==> src/rtl/lpi_qch_pkg.sv <==
// ---------------------------------------------------------------------------
// lpi_qch_pkg
// Shared definitions for the LPI Q-channel controller.
//   qch_state_e  : controller FSM states with their fixed encodings
//   Q_RUN        : level of the active-low Q-channel handshake wires when the
//                  isolated domain is running (qreqn/qacceptn deasserted)
//   Q_STOPPED    : level of those wires when quiescence is requested/granted
//   qreqn_for    : qreqn level the controller presents in a given state
//   clk_en_for   : clock-gate enable the controller presents in a given state
// ---------------------------------------------------------------------------
package lpi_qch_pkg;

    typedef enum logic [2:0] {
        ST_RUN      = 3'd0,
        ST_REQ      = 3'd1,
        ST_STOPPED  = 3'd2,
        ST_EXIT     = 3'd3,
        ST_DENIED   = 3'd4,
        ST_CONTINUE = 3'd5
    } qch_state_e;

    localparam logic Q_RUN     = 1'b1;
    localparam logic Q_STOPPED = 1'b0;

    // The request is held low from the moment it is raised until the isolator
    // has either stopped the domain or the deny has been acknowledged.
    function automatic logic qreqn_for(input qch_state_e s);
        logic v;
        v = Q_RUN;
        if ((s == ST_REQ) || (s == ST_STOPPED) || (s == ST_DENIED)) begin
            v = Q_STOPPED;
        end
        return v;
    endfunction

    // The domain clock is only gated while the handshake says it is stopped.
    function automatic logic clk_en_for(input qch_state_e s);
        return (s != ST_STOPPED);
    endfunction

endpackage

==> src/rtl/lpi_idle_counter.sv <==
// ---------------------------------------------------------------------------
// lpi_idle_counter
// Counts consecutive idle cycles while the controller sits in RUN and flags
// when the next idle edge would complete the programmed threshold.
// Ports:
//   i_clk      : clock
//   i_rst_n    : asynchronous active-low reset
//   i_run      : controller is in RUN and staying there this edge
//   i_active   : device activity (qactive)
//   i_thresh   : idle threshold, 0 disables the hit flag
//   o_hit      : counter has reached threshold-1 (or above after a threshold
//                reduction), so an idle edge now completes the idle period
// ---------------------------------------------------------------------------
module lpi_idle_counter #(
    parameter int CNT_W = 16
) (
    input  logic             i_clk,
    input  logic             i_rst_n,
    input  logic             i_run,
    input  logic             i_active,
    input  logic [CNT_W-1:0] i_thresh,
    output logic             o_hit
);

    logic [CNT_W-1:0] r_idle_cnt;
    logic [CNT_W-1:0] w_thresh_m1;

    assign w_thresh_m1 = i_thresh - CNT_W'(1);

    // Using >= rather than == lets a threshold lowered below the current
    // count take effect on the very next idle edge.
    assign o_hit = (i_thresh != '0) && (r_idle_cnt >= w_thresh_m1);

    // Clear outside RUN or on activity; otherwise count up, clamped to the
    // threshold so a lowered threshold also pulls the count down with it.
    always_ff @(posedge i_clk or negedge i_rst_n) begin
        if (!i_rst_n) begin
            r_idle_cnt <= '0;
        end else if (!i_run || i_active) begin
            r_idle_cnt <= '0;
        end else if (r_idle_cnt >= i_thresh) begin
            r_idle_cnt <= i_thresh;
        end else begin
            r_idle_cnt <= r_idle_cnt + CNT_W'(1);
        end
    end

endmodule

==> src/rtl/lpi_qch_controller.sv <==
// ---------------------------------------------------------------------------
// lpi_qch_controller
// Low-power-interface controller driving a Q-channel isolator: requests
// quiescence after a run of idle cycles, gates the domain clock while the
// isolator reports it stopped, and wakes it on activity or software request.
// Ports:
//   pclk_i        : clock
//   presetn_i     : asynchronous active-low reset
//   en_i          : permits new quiescence requests
//   idle_thresh_i : consecutive idle cycles before a request (0 = never)
//   wake_i        : software wake request
//   qactive_i     : device activity from the isolator
//   qacceptn_i    : accept from the isolator (active low)
//   qdeny_i       : deny from the isolator
//   qreqn_o       : quiescence request to the isolator (active low)
//   clk_en_o      : clock-gate enable for the isolated domain
//   state_o       : current FSM state encoding
//   deny_cnt_o    : saturating count of denied requests
//   proto_err_o   : sticky Q-channel protocol violation flag
// ---------------------------------------------------------------------------
module lpi_qch_controller
    import lpi_qch_pkg::*;
#(
    parameter int CNT_W  = 16,
    parameter int DCNT_W = 8
) (
    input  logic              pclk_i,
    input  logic              presetn_i,
    input  logic              en_i,
    input  logic [CNT_W-1:0]  idle_thresh_i,
    input  logic              wake_i,
    input  logic              qactive_i,
    input  logic              qacceptn_i,
    input  logic              qdeny_i,
    output logic              qreqn_o,
    output logic              clk_en_o,
    output logic [2:0]        state_o,
    output logic [DCNT_W-1:0] deny_cnt_o,
    output logic              proto_err_o
);

    qch_state_e        r_state;
    qch_state_e        w_next_state;
    logic              w_idle_hit;
    logic              w_run_count;
    logic              w_err_set;
    logic              w_deny_evt;
    logic              r_qreqn;
    logic              r_clk_en;
    logic [DCNT_W-1:0] r_deny_cnt;
    logic              r_proto_err;

    // Counting only continues while RUN is kept; leaving RUN clears it.
    assign w_run_count = (r_state == ST_RUN) && (w_next_state == ST_RUN);

    lpi_idle_counter #(
        .CNT_W (CNT_W)
    ) u_idle_counter (
        .i_clk    (pclk_i),
        .i_rst_n  (presetn_i),
        .i_run    (w_run_count),
        .i_active (qactive_i),
        .i_thresh (idle_thresh_i),
        .o_hit    (w_idle_hit)
    );

    // Next-state, deny event and protocol-error detection.
    always_comb begin
        w_next_state = r_state;
        w_err_set    = 1'b0;
        w_deny_evt   = 1'b0;
        case (r_state)
            ST_RUN: begin
                if (qacceptn_i == Q_STOPPED) begin
                    w_err_set = 1'b1;
                end
                if (!qactive_i && en_i && !wake_i && w_idle_hit) begin
                    w_next_state = ST_REQ;
                end
            end
            ST_REQ: begin
                // Once raised, the request cannot be withdrawn; only the
                // isolator's answer moves us on.
                if ((qacceptn_i == Q_STOPPED) && !qdeny_i) begin
                    w_next_state = ST_STOPPED;
                end else if ((qacceptn_i == Q_RUN) && qdeny_i) begin
                    w_next_state = ST_DENIED;
                    w_deny_evt   = 1'b1;
                end else if ((qacceptn_i == Q_STOPPED) && qdeny_i) begin
                    w_err_set = 1'b1;
                end
            end
            ST_STOPPED: begin
                if (qdeny_i) begin
                    w_err_set = 1'b1;
                end
                if (qactive_i || wake_i || !en_i) begin
                    w_next_state = ST_EXIT;
                end
            end
            ST_EXIT: begin
                if (qdeny_i) begin
                    w_err_set = 1'b1;
                end
                if (qacceptn_i == Q_RUN) begin
                    w_next_state = ST_RUN;
                end
            end
            ST_DENIED: begin
                if (qacceptn_i == Q_STOPPED) begin
                    w_err_set = 1'b1;
                end
                w_next_state = ST_CONTINUE;
            end
            ST_CONTINUE: begin
                if (qacceptn_i == Q_STOPPED) begin
                    w_err_set = 1'b1;
                end
                if (!qdeny_i) begin
                    w_next_state = ST_RUN;
                end
            end
            default: begin
                w_next_state = ST_RUN;
            end
        endcase
    end

    // State register; handshake outputs are registered from the next state so
    // they change on the same edge as the state they belong to.
    always_ff @(posedge pclk_i or negedge presetn_i) begin
        if (!presetn_i) begin
            r_state  <= ST_RUN;
            r_qreqn  <= Q_RUN;
            r_clk_en <= 1'b1;
        end else begin
            r_state  <= w_next_state;
            r_qreqn  <= qreqn_for(w_next_state);
            r_clk_en <= clk_en_for(w_next_state);
        end
    end

    // Deny counter saturates rather than wrapping so a stuck denier stays
    // visible; the error flag is sticky until reset.
    always_ff @(posedge pclk_i or negedge presetn_i) begin
        if (!presetn_i) begin
            r_deny_cnt  <= '0;
            r_proto_err <= 1'b0;
        end else begin
            if (w_deny_evt && (r_deny_cnt != '1)) begin
                r_deny_cnt <= r_deny_cnt + DCNT_W'(1);
            end
            if (w_err_set) begin
                r_proto_err <= 1'b1;
            end
        end
    end

    assign qreqn_o     = r_qreqn;
    assign clk_en_o    = r_clk_en;
    assign state_o     = r_state;
    assign deny_cnt_o  = r_deny_cnt;
    assign proto_err_o = r_proto_err;

endmodule

==> config.mk <==
export PLATFORM = sky130hd
export DESIGN_NAME = lpi_qch_controller
export DESIGN_NICKNAME = d
export VERILOG_FILES = /design/src/rtl/lpi_qch_pkg.sv /design/src/rtl/lpi_idle_counter.sv /design/src/rtl/lpi_qch_controller.sv
export SDC_FILE = /design/constraint.sdc
export NUM_CORES = 1
export LEC_CHECK = 0
export CAP_MARGIN = 15
export CORE_ASPECT_RATIO = 1.5
export CORE_UTILIZATION = 50
export DETAILED_ROUTE_END_ITERATION = 10
export PLACE_DENSITY = 0.75
export SYNTH_ARGS = -nofsm -noshare
export SYNTH_HDL_FRONTEND = slang
export SYNTH_SLANG_ARGS = --single-unit
export TNS_END_PERCENT = 5
==> constraint.sdc <==
create_clock -name pclk_i -period 2.9 [get_ports pclk_i]
set_input_delay 0.58 -clock pclk_i [delete_from_list [all_inputs] [get_ports pclk_i]]
set_output_delay 0.58 -clock pclk_i [all_outputs]
set_load 0.05 [all_outputs]
Word-level counts from Yosys, hierarchy flattened

Index checks and enable logic that the tools add are counted.

Latch bits: 0
Memories kept: 0
Input bits: 23
Bits in writable memories: 0
Logic and storage cells: 65
Register bits: 30
Memory bits (read-only): 0

Multiplexer cells: 19
Equality and inequality tests: 10
$add $sub $neg: 3
Shifts and indexed selects: 0
Multiply operators: 0
Order comparisons: 2
Bitwise operators: 1
Div/mod/pow operators: 0
Reductions and logical operators: 24

Operators by type and width:

| cell                                                                  | number |
|---|---|
| 16-bit greater-or-equal comparator                                    | 2 |
| 16-bit two-way mux                                                    | 2 |
| 3-bit two-way mux                                                     | 6 |
| 3-bit one-hot mux with 6 select lines                                 | 1 |
| 16-bit by 1-bit adder with 16-bit output, second input constant       | 1 |
| 16-bit nonzero test                                                   | 1 |
| 16-bit by 1-bit subtractor with 16-bit output, second input constant  | 1 |
| 3-bit by 2-bit equality test with 1-bit output, second input constant | 3 |
| 3-bit equality test, second input constant                            | 3 |
| 1-bit logical AND                                                     | 9 |
| 1-bit two-way mux                                                     | 9 |
| 8-bit by 1-bit adder with 8-bit output, second input constant         | 1 |
| 8-bit != test, second input constant                                  | 1 |
| 3-bit by 1-bit equality test with 1-bit output, second input constant | 2 |
| 3-bit zero test                                                       | 2 |
| 1-bit zero test                                                       | 5 |
| 1-bit logical OR                                                      | 5 |
| 3-bit by 2-bit != test with 1-bit output, second input constant       | 1 |
| 1-bit one-hot mux with 3 select lines                                 | 1 |
| 3-bit OR reduction                                                    | 1 |
| 2-bit OR reduction                                                    | 1 |
| 1-bit NOT                                                             | 1 |

Longest topological paths before layout

Gate-level depths: netlist of the first run.

Depth after elaboration: 11
Mapped depth: 16

Modules after synthesis

Synthesis of the first run repeated with hierarchy kept, for this count alone.

Cells, all modules: 311
Area total of the unflattened synthesis: 2750.1 µm²

Modules (own cells, without submodules):

| module             | cells each | area each (µm²) | instances |
|---|---|---|---|
| lpi_idle_counter   | 243        | 2014.4          | 1 |
| lpi_qch_controller | 68         | 735.7           | 1 |

Worst setup path before layout of the first run

No wires, ideal clock.

Kind: input port to flip-flop
Start: input port idle_thresh_i[0]
End: register u_idle_counter.r_idle_cnt[10]
Data arrival time: 3.408 ns
Cell stages on the path: 16
Slack: -0.603 ns
Setup time: 0.096 ns
Cells stage by stage: inv_1 > ha_1 > nor3b_1 > nand2_1 > nor3_1 > nand3_1 > xnor2_1 > ha_1 > nand4_1 > nor4_1 > a32oi_1 > a21oi_1 > or4_1 > buf_2 > buf_6 > a311oi_2

Cells in the longest elaborated chain, start to end: 11
Elaborated cells on any way between the ends: 14

Ends and longest elaborated chain:

| item                                          | RTL line                 | RTL |
|---|---|---|
| start, declared                               | lpi_qch_controller.sv:30 | `input logic [CNT_W-1:0] idle_thresh_i,` |
| 16-bit by 1-bit subtractor with 16-bit output | lpi_idle_counter.sv:28   | `assign w_thresh_m1 = i_thresh - CNT_W'(1);` |
| 16-bit greater-or-equal comparator            | lpi_idle_counter.sv:32   | `assign o_hit = (i_thresh != '0) && (r_idle_cnt >= w_thresh_m1);` |
| 1-bit logical AND                             | lpi_idle_counter.sv:32   |  |
| 1-bit logical AND                             | lpi_qch_controller.sv:77 | `if (!qactive_i && en_i && !wake_i && w_idle_hit) begin` |
| 3-bit two-way mux                             | lpi_qch_controller.sv:77 |  |
| 3-bit one-hot mux with 6 select lines         | lpi_qch_controller.sv:72 | `case (r_state)` |
| 3-bit zero test                               | lpi_qch_controller.sv:54 | `assign w_run_count = (r_state == ST_RUN) && (w_next_state == ST_RUN);` |
| 1-bit logical AND                             | lpi_qch_controller.sv:54 |  |
| 1-bit zero test                               | lpi_idle_counter.sv:39   | `end else if (!i_run \|\| i_active) begin` |
| 1-bit logical OR                              | lpi_idle_counter.sv:39   |  |
| 16-bit two-way mux (*)                        | lpi_idle_counter.sv:39   |  |
| end signal, assigned                          | lpi_idle_counter.sv:42   | `r_idle_cnt <= i_thresh;` |
| end signal, assigned                          | lpi_idle_counter.sv:44   | `r_idle_cnt <= r_idle_cnt + CNT_W'(1);` |
| end, declared                                 | lpi_idle_counter.sv:25   | `logic [CNT_W-1:0] r_idle_cnt;` |

Every way passes the cells marked *; elsewhere a longest branch is shown, timed or not.
A chain may end at the register's enable or synchronous reset.

Final worst setup path of the first run

Start: input port idle_thresh_i[0]
End: register u_idle_counter.r_idle_cnt[13]

The elaborated chain is that of the path after synthesis.

==> results of run 1 <==
report_power, final:
part	leakage [nW]	switching, mW	internal (mW)	total, mW
Clock	0.0482	0.166	0.191	0.357
Combinational	1.28	0.463	0.353	0.817
Sequential	0.397	0.0950	0.488	0.583
through the flow:
stage / setup WS [ns] / TNS, ns / instance area [um2] / std cells / total power [mW]
after global placement: -0.9140 / -16.49 / 3478 / 438 / 1.293
after CTS: -0.3908 / -5.504 / 3804 / 452 / 1.750
final: -0.4588 / -7.244 / 3827 / 453 / 1.756
after floorplan: -0.3757 / -5.415 / 2695 / 299 / 1.038
after global routing: -0.6735 / -10.79 / 3827 / 453 / 1.843
after detailed placement: -1.086 / -19.48 / 3478 / 438 / 1.309
layer usage:
layer | global-route usage, % | vias up | routed length [um]
met5 | 0 | - | 0
met4 | 14.44 | 0 | 379
li1 | - | 1271 | -
met3 | 4.090 | 31 | 300
met1 | 32.43 | 1307 | 3006
met2 | 50.63 | 81 | 4069
cell usage after synthesis (8+ instances only):
master | count | area share (%)
nand4_1 | 10 | 2.3
xor2_1 | 16 | 5.2
dfrtp_1 | 28 | 26
a21oi_1 | 32 | 6.0
nor2_1 | 12 | 1.7
nand2_1 | 20 | 2.8
ha_1 | 35 | 16
clkbuf_1 | 11 | 1.5
o21ai_0 | 9 | 1.7
xnor2_1 | 17 | 5.6
inv_1 | 21 | 2.9
a311oi_2 | 8 | 4.5
nand3_1 | 10 | 1.9
worst max-delay path by stage:
stage,to,startpoint,slack (ns)
finish,u_idle_counter.r_idle_cnt[13],idle_thresh_i[0],-0.46
global route,u_idle_counter.r_idle_cnt[13],idle_thresh_i[0],-0.67
CTS,u_idle_counter.r_idle_cnt[12],idle_thresh_i[1],-0.39
detailed placement,u_idle_counter.r_idle_cnt[6],idle_thresh_i[1],-1.09
global placement,u_idle_counter.r_idle_cnt[15],idle_thresh_i[0],-0.91
floorplan,u_idle_counter.r_idle_cnt[10],idle_thresh_i[0],-0.38
critical path, cell delays in order:
cell and delay (ns):
buf_6 0.10, buf_6 0.11, nor4_4 0.34, nand2_2 0.19, nor4_4 0.19, xnor2_1 0.11, ha_1 0.35, a21oi_1 0.22
o21ai_0 0.15, a21oi_1 0.22, a21oi_2 0.10, or4_4 0.49, buf_8 0.17, a311oi_2 0.23
kinds of logic (layout without fill, tap and decap cells):
| family | count (synthesis) | count (layout) | synth area share (%) |
|---|---|---|---|
| xor+xnor | 33 | 33 | 10.79 |
| fa+ha+maj | 35 | 35 | 16.35 |
| flops | 30 | 30 | 28.12 |
| compound gates | 76 | 76 | 20.41 |
| simple gates | 88 | 88 | 18.26 |
| buf+inv | 35 | 121 | 5.278 |
| mux | 2 | 2 | 0.7940 |
sequential cells by signal (all words and copies together) (netlist names):
signal                     cells
clk_en_o                       1
deny_cnt_o                     8
proto_err_o                    1
qreqn_o                        1
state_o                        3
u_idle_counter.r_idle_cnt     16
layout make-up:
type                       count  area share, %
multi-input combinational    234          51.75
timing repair buffer          92          21.84
sequential                    30          19.68
clock buffer                   7          2.256
tap                           68          2.223
inverter                      21          2.125
clock inverter                 1         0.1308
timing repair:
item / CTS / global route
endpoints found under the setup margin: 19 / 19
gates resized for setup: 78 / 13
cloned: 1 / 0
endpoints found under the hold margin: 0 / 0
pin swaps: 31 / 24
setup buffers: 5 / 1
==> impl_metrics.json, run 1 <==
{
  "cts_sinks": 30,
  "slew_viol_final": 0,
  "drive_gt1_share_pct": 31.17,
  "hpwl_mm": 5.417,
  "async_flop_share_pct": 100.0,
  "fin_util_pct": 74.10,
  "hold_viol_final": 0,
  "drt_iter0_drc": 115,
  "worstMarginPinSlew_ns": 0.5095,
  "final_common_cell": "buf_4",
  "cp-end-kind": "flop",
  "coreArea_um2": 5165,
  "nets": 442,
  "layout_common_cells": "47 x buf_4, 34 x ha_1, 28 x a21oi_1, 28 x dfrtp_1, 24 x clkdlybuf4s50_1",
  "hold_depth": 1,
  "synth_seq_cells": 30,
  "relSlewSlack_pct": 65.93,
  "worst_slack_ns": -0.4588,
  "chipWidth_um": 61.77,
  "setup_violations": 19,
  "firstDrtPassIters": 4,
  "syn_area_um2": 2679,
  "grt_pass1_vias": 2787,
  "period_needed_ns": 3.359,
  "post-route-period-util_pct": 115.8,
  "regArea_um2": 753.2,
  "peakVddDrop_uv": 462.9,
  "insertion_delay_ns": 0.28,
  "antenna_found_initial": 0,
  "multi_input_area_um2": 1981,
  "min_from": "proto_err_o",
  "max_freq_mhz": 297.7,
  "synth-edff-count": 0,
  "drc": 0,
  "cp.required_ns": 3.09,
  "ant_nets": 0,
  "outcome": "complete, but fails checks",
  "fillers": 375,
  "cp_max_fo": 5,
  "area_growth_pct": 42.88,
  "n_antenna_cell": 0,
  "via_per_inst": 5.938,
  "synth_area_per_cell_um2": 8.959,
  "ys.flop_type": "dfrtp_1",
  "overflow": 0,
  "cts-root-buf": "clkbuf_8",
  "start_kind": "primary input",
  "hold_end": "proto_err_o",
  "synth-seq-area-share_pct": 28.12,
  "path_class": "primary input to flop",
  "syn_nets": 357,
  "synth.distinct_cells": 45,
  "hp-class": "flop to flop",
  "finalClockSkew_ns": 0.01034,
  "die_h_um": 91.65,
  "rows": 32,
  "reg2reg_depth": 9,
  "max_cap_violations": 0,
  "floorplan.io_pins": 37,
  "ys_warn_count": 0,
  "io_buffers": 36,
  "grt_use_total_pct": 28.93,
  "finalWirelength_mm": 7.757,
  "crit_arrival_ns": 3.55,
  "htreeDepth": 2,
  "synth_cells": 299,
  "start_util_pct": 51.87,
  "cts_tree": "done",
  "pwr_density_cell_nw_per_um2": 458.9,
  "worst_r2r_endpoint": "u_idle_counter.r_idle_cnt[13]",
  "worst-r2r-setup-slack_ns": 0.18,
  "finalHoldWorstSlack_ns": 0.4852,
  "rsz0062_at_grt": "true",
  "holdBufCountCts": 0,
  "dieArea_um2": 5660,
  "gp_congestion": 0.8361,
  "avgRoutedWirePerCell_um": 17.12,
  "cts_max_path_buffers": 2,
  "vias": 2690,
  "r2r_start": "u_idle_counter.r_idle_cnt[0]",
  "grt_start_max_net_pins": 31,
  "clkTransAtPathRegs_ns": 0.07,
  "p_leak_nw": 1.728,
  "violations": "negative setup slack",
  "numCtsBuffers": 5,
  "grt_pass1_wl_mm": 12.30
}
Note: power is estimated with default switching activity, not from simulation.
==> run 2: changes to the inputs <==
DONT_BUFFER_PORTS = 1   (was unset)
PLACE_DENSITY = unset   (was 0.75)
clock period = 4.3 ns   (was 2.9 ns; I/O delays follow)
==> impl_metrics.json, run 2 (same netlist as run 1, synthesis figures left out) <==
{
  "cts_max_path_buffers": 2,
  "wl_met1_mm": 2.634,
  "rows": 32,
  "insertion_delay_ns": 0.28,
  "floorplan.io_pins": 37,
  "area_growth_pct": 6.913,
  "hpwl_mm": 4.835,
  "start_util_pct": 51.87,
  "path_class": "primary input to flop",
  "cts_setup_buffers": 0,
  "overflow": 0,
  "worstMarginPinSlew_ns": 0.8204,
  "cp_num_buf_inv": 3,
  "coreArea_um2": 5165,
  "finalWirelength_mm": 6.167,
  "max_cap_violations": 0,
  "critPathTopFamily": "simple AND/OR/NAND/NOR gates",
  "pwr-share-clk_pct": 26.5,
  "grt_pass1_vias": 2141,
  "cp.required_ns": 4.48,
  "cp_max_fo": 16,
  "grt_pass1_wl_mm": 9.791,
  "wl_met3_um": 178,
  "antenna_found_initial": 0,
  "relSlewSlack_pct": 44.93,
  "dieArea_um2": 5660,
  "htreeDepth": 2,
  "crit_arrival_ns": 3.88,
  "max_freq_mhz": 270.3,
  "slowest_delay_ns": 0.41,
  "rsz0062_at_grt": "false",
  "p_sw_uw": 417.7,
  "hold_viol_final": 0,
  "p_sw_share_pct": 41.34,
  "cts_sinks": 30,
  "firstDrtPassIters": 4,
  "chipWidth_um": 61.77,
  "drt_iter0_drc": 84,
  "pwr_density_cell_nw_per_um2": 352.8,
  "cts_tree": "done",
  "path_cells": "inv_1 -> ha_1 -> nor3b_1 -> buf_4 -> nand2_1 -> nor3_1 -> nand3_1 -> xnor2_1 -> ha_1 -> nand4_1 -> nor4_1 -> a32oi_1 -> a21oi_1 -> or4_1 -> buf_4 -> a311oi_1",
  "final_common_cell": "ha_1",
  "avgRoutedWirePerCell_um": 16.80,
  "cp_slowest_cell": "or4_1",
  "cp-end-kind": "flop",
  "finalHoldWorstSlack_ns": 0.2711,
  "largest_register_ff_count": 16,
  "finalSetupTns_ns": 0,
  "io_buffers": 0,
  "power_frac_comb_pct": 21.9,
  "via_per_inst": 5.967,
  "nets": 356,
  "slew_viol_final": 0,
  "clkTransAtPathRegs_ns": 0.07,
  "n_antenna_cell": 0,
  "peakVddDrop_uv": 405.3,
  "cts-root-buf": "clkbuf_8",
  "vias": 2190,
  "largest-register": "u_idle_counter.r_idle_cnt",
  "top_layer": "met4",
  "power.internal_uw": 592.7,
  "post-route-period-util_pct": 86.03,
  "wl_met2_mm": 3.271,
  "grt_start_max_net_pins": 31,
  "numCtsBuffers": 5,
  "die_h_um": 91.65,
  "finalClockSkew_ns": 0.004311,
  "ant_nets": 0,
  "holdBufCountCts": 0,
  "drc": 0,
  "p_leak_nw": 1.275,
  "drive_gt1_share_pct": 11.04,
  "outcome": "finished clean",
  "layout_common_cells": "35 x ha_1, 31 x a21oi_1, 28 x dfrtp_1",
  "grt_use_total_pct": 23.10,
  "hp-class": "primary input to asynchronous set/reset pin",
  "period_needed_ns": 3.699,
  "gp_congestion": 0.7880,
  "setup_violations": 0,
  "start_kind": "primary input",
  "seqPwrFrac_pct": 51.6,
  "ctsResizeCount": 0
}
==> run 2: cell count changes in the layout (fill, tap and decap cells not counted), moves of 6 or more <==
cell / change
clkdlybuf4s50_1: -24
buf_4: -41
buf_6: -8
a311oi_2: -6
a311oi_1: +6
==> run 2: metrics by stage <==
| step | power, mW | util (%) | cells | setup WS [ns] | area [um2] |
|---|---|---|---|---|---|
| 3_5_place_dp | 0.7473 | 53.32 | 359 | 0.2915 | 2754 |
| 4_1_cts | 1.019 | 55.45 | 367 | 0.5759 | 2864 |
| 3_3_place_gp | 0.7442 | 53.32 | 359 | 0.3856 | 2754 |
| 2_1_floorplan | 0.6998 | - | 299 | 0.5167 | 2679 |
| 6_report | 1.010 | 55.45 | 367 | 0.6007 | 2864 |
| 5_1_grt | 1.073 | 55.45 | 367 | 0.2574 | 2864 |
==> run 2: routing by layer <==
metal	GRT usage, %	vias up
met5	0	-
met4	6.296	0
met3	2.962	6
met2	41.31	33
met1	27.73	1059
li1	-	1092
==> run 2: worst paths after layout <==
path,endpoint,depth (start not counted),from,slack (ns)
worst max-delay path,u_idle_counter.r_idle_cnt[2],16,idle_thresh_i[0],0.60
worst min-delay path,deny_cnt_o[5],0,presetn_i,0.27
worst max register to register,u_idle_counter.r_idle_cnt[10],8,u_idle_counter.r_idle_cnt[10],1.60
worst min register to register,u_idle_counter.r_idle_cnt[0],3,u_idle_counter.r_idle_cnt[0],0.61
max in group asynchronous,qreqn_o,0,presetn_i,3.85
min in group pclk_i,u_idle_counter.r_idle_cnt[0],3,u_idle_counter.r_idle_cnt[0],0.61
==> run 2: power groups by stage <==
stage	sequential, mW	combinational [mW]	clock (mW)
3_3_place_gp	0.527	0.218	0
4_1_cts	0.522	0.223	0.274
2_1_floorplan	0.490	0.209	0
6_report	0.522	0.221	0.267
3_5_place_dp	0.526	0.221	0
5_1_grt	0.529	0.254	0.289
==> run 2: area by class of cell <==
class / instances / area [um2]
repair buffers: 6 / 45.04
well taps: 68 / 85.08
flip-flops and latches: 30 / 753.2
fillers: 455 / 2301
multi-input cells: 234 / 1792
clock buffers: 8 / 110.1
inverters: 21 / 78.83
==> variant: new RTL, flow settings as in run 2 <==
Change the parameter `DCNT_W` from 8 to 12.
--- a/src/rtl/lpi_qch_controller.sv
+++ b/src/rtl/lpi_qch_controller.sv
@@ -24,3 +24,3 @@
     parameter int CNT_W  = 16,
-    parameter int DCNT_W = 8
+    parameter int DCNT_W = 12
 ) (
Interface: changed (resized deny_cnt_o); port bits go from 37 to 41. The function was not compared with the original's and may differ.
==> variant against run 2 <==
Via count is 7.0% higher; power is 1.1% higher; design area up 4.9%; final cell count up 4.6%; sequential cell count rose by 4; die area up 6.5%; routed wire length increased by 7.5%; area after synthesis grew 6.7%; setup slack better by 0.18 ns; first-iteration DRC count up 45%; clock power is 14% lower; critical endpoint is now u_idle_counter.r_idle_cnt[15]; highest routed layer unchanged.
==> variant: results (changes against run 2) <==
VDD IR max -> 0.1396 mV (was 0.4053 mV)
Vias/cell -> 6.102 (was 5.967)
switching share of power -> 44.23% (was 41.34%)
Tightest Pin Transition -> 0.8315 ns (was 0.8204 ns)
static leakage -> 1.304 nW (was 1.275 nW)
met1 Track Usage GR -> 25.28% (was 27.73%)
reg2reg setup slack -> 1.77 ns (was 1.60 ns)
met1 WL -> 2586 µm (was 2634 µm)
Int Pwr -> 0.5695 mW (was 0.5927 mW)
DR WL met2 -> 3510 µm (was 3271 µm)
met3 wire length -> 282 µm (was 178 µm)
CP max stage delay -> 0.56 ns (was 0.41 ns)
final worst hold slack -> 0.2559 ns (was 0.2711 ns)
top cells by count, synth -> ha_1 (35), dfrtp_1 (32), a21oi_1 (29) (was ha_1 (35), a21oi_1 (32), dfrtp_1 (28))
crit path DAT -> 3.65 ns (was 3.88 ns)
top cells by area, synth -> dfrtp_1 (28%), ha_1 (15%), xor2_1 (6.1%), xnor2_1 (5.2%), a21oi_1 (5.1%) (was dfrtp_1 (26%), ha_1 (16%), a21oi_1 (6.0%), xnor2_1 (5.6%), xor2_1 (5.2%))
status -> completed (unchanged)
routed wire length per instance -> 17.27 µm (was 16.80 µm)
met2 Use GR -> 43.79% (was 41.31%)
layout net count -> 371 (was 356)
layout cell share with drive strength beyond 1 -> 9.236% (was 11.04%)
met3 Usage GRT -> 3.623% (was 2.962%)
Fill cells -> 511 (was 455)
DP Cell Count -> 376 (was 359)
Synth Instances -> 315 (was 299)
worst-case clock skew -> 0.01007 ns (was 0.004311 ns)
part of the power in the clock network -> 22.5% (was 26.5%)
HPWL Detailed -> 5123 µm (was 4835 µm)
Yosys cell types -> 44 (was 45)
Seq/Total Area, Yosys -> 29.86% (was 28.12%)
vias -> 2,343 (was 2,190)
Tot GR Track Use -> 23.70% (was 23.10%)
[variant: cell count changes after synthesis, moves of 3 or more]
cell,change
nor3_1,+5
xor2_1,+4
nor2_1,+5
a21oi_1,-3
o21ai_0,-3
nand4_1,+4
or3_1,-3
nor4_1,+5
dfrtp_1,+4
[variant: cell type report]
type | count | area share, %
Clock buffer | 6 | 2.415
Inverter | 21 | 2.623
Tap cell | 70 | 2.914
Multi-Input combinational cell | 247 | 62.32
Sequential cell | 34 | 28.39
Clock inverter | 2 | 0.3331
Timing Repair Buffer | 4 | 0.9992
[variant: how the worst max path moves through the flow]
stage                                               end        startpoint
after CTS                  u_idle_counter.r_idle_cnt[0]  idle_thresh_i[8]
final                     u_idle_counter.r_idle_cnt[15]  idle_thresh_i[0]
after detailed placement   u_idle_counter.r_idle_cnt[2]  idle_thresh_i[8]
after global placement     u_idle_counter.r_idle_cnt[5]  idle_thresh_i[8]
after floorplan           u_idle_counter.r_idle_cnt[10]  idle_thresh_i[8]
after global routing       u_idle_counter.r_idle_cnt[4]  idle_thresh_i[1]
[variant: cells by family (layout without fill, tap and decap cells)]
family                   after synthesis  after routing  share of synthesized area (%)
XOR/XNOR                              37             37                          11.34
buffers and inverters                 34             33                          4.729
flip-flops                            34             34                          29.86
AO/OA/AOI/OAI                         75             75                          19.97
multiplexers                           2              2                         0.7443
AND/OR/NAND/NOR                       98             98                          18.04
adder cells (fa/ha/maj)               35             35                          15.32
[variant: per-stage QoR]
stage / util [%] / area (µm²) / setup WS [ns]
after floorplan: - / 2858 / 0.7768
after global placement: 53.22 / 2923 / 0.4872
after detailed placement: 53.22 / 2923 / 0.4748
after CTS: 54.73 / 3005 / 0.7890
after global routing: 54.73 / 3005 / 0.5378
final: 54.73 / 3005 / 0.7766
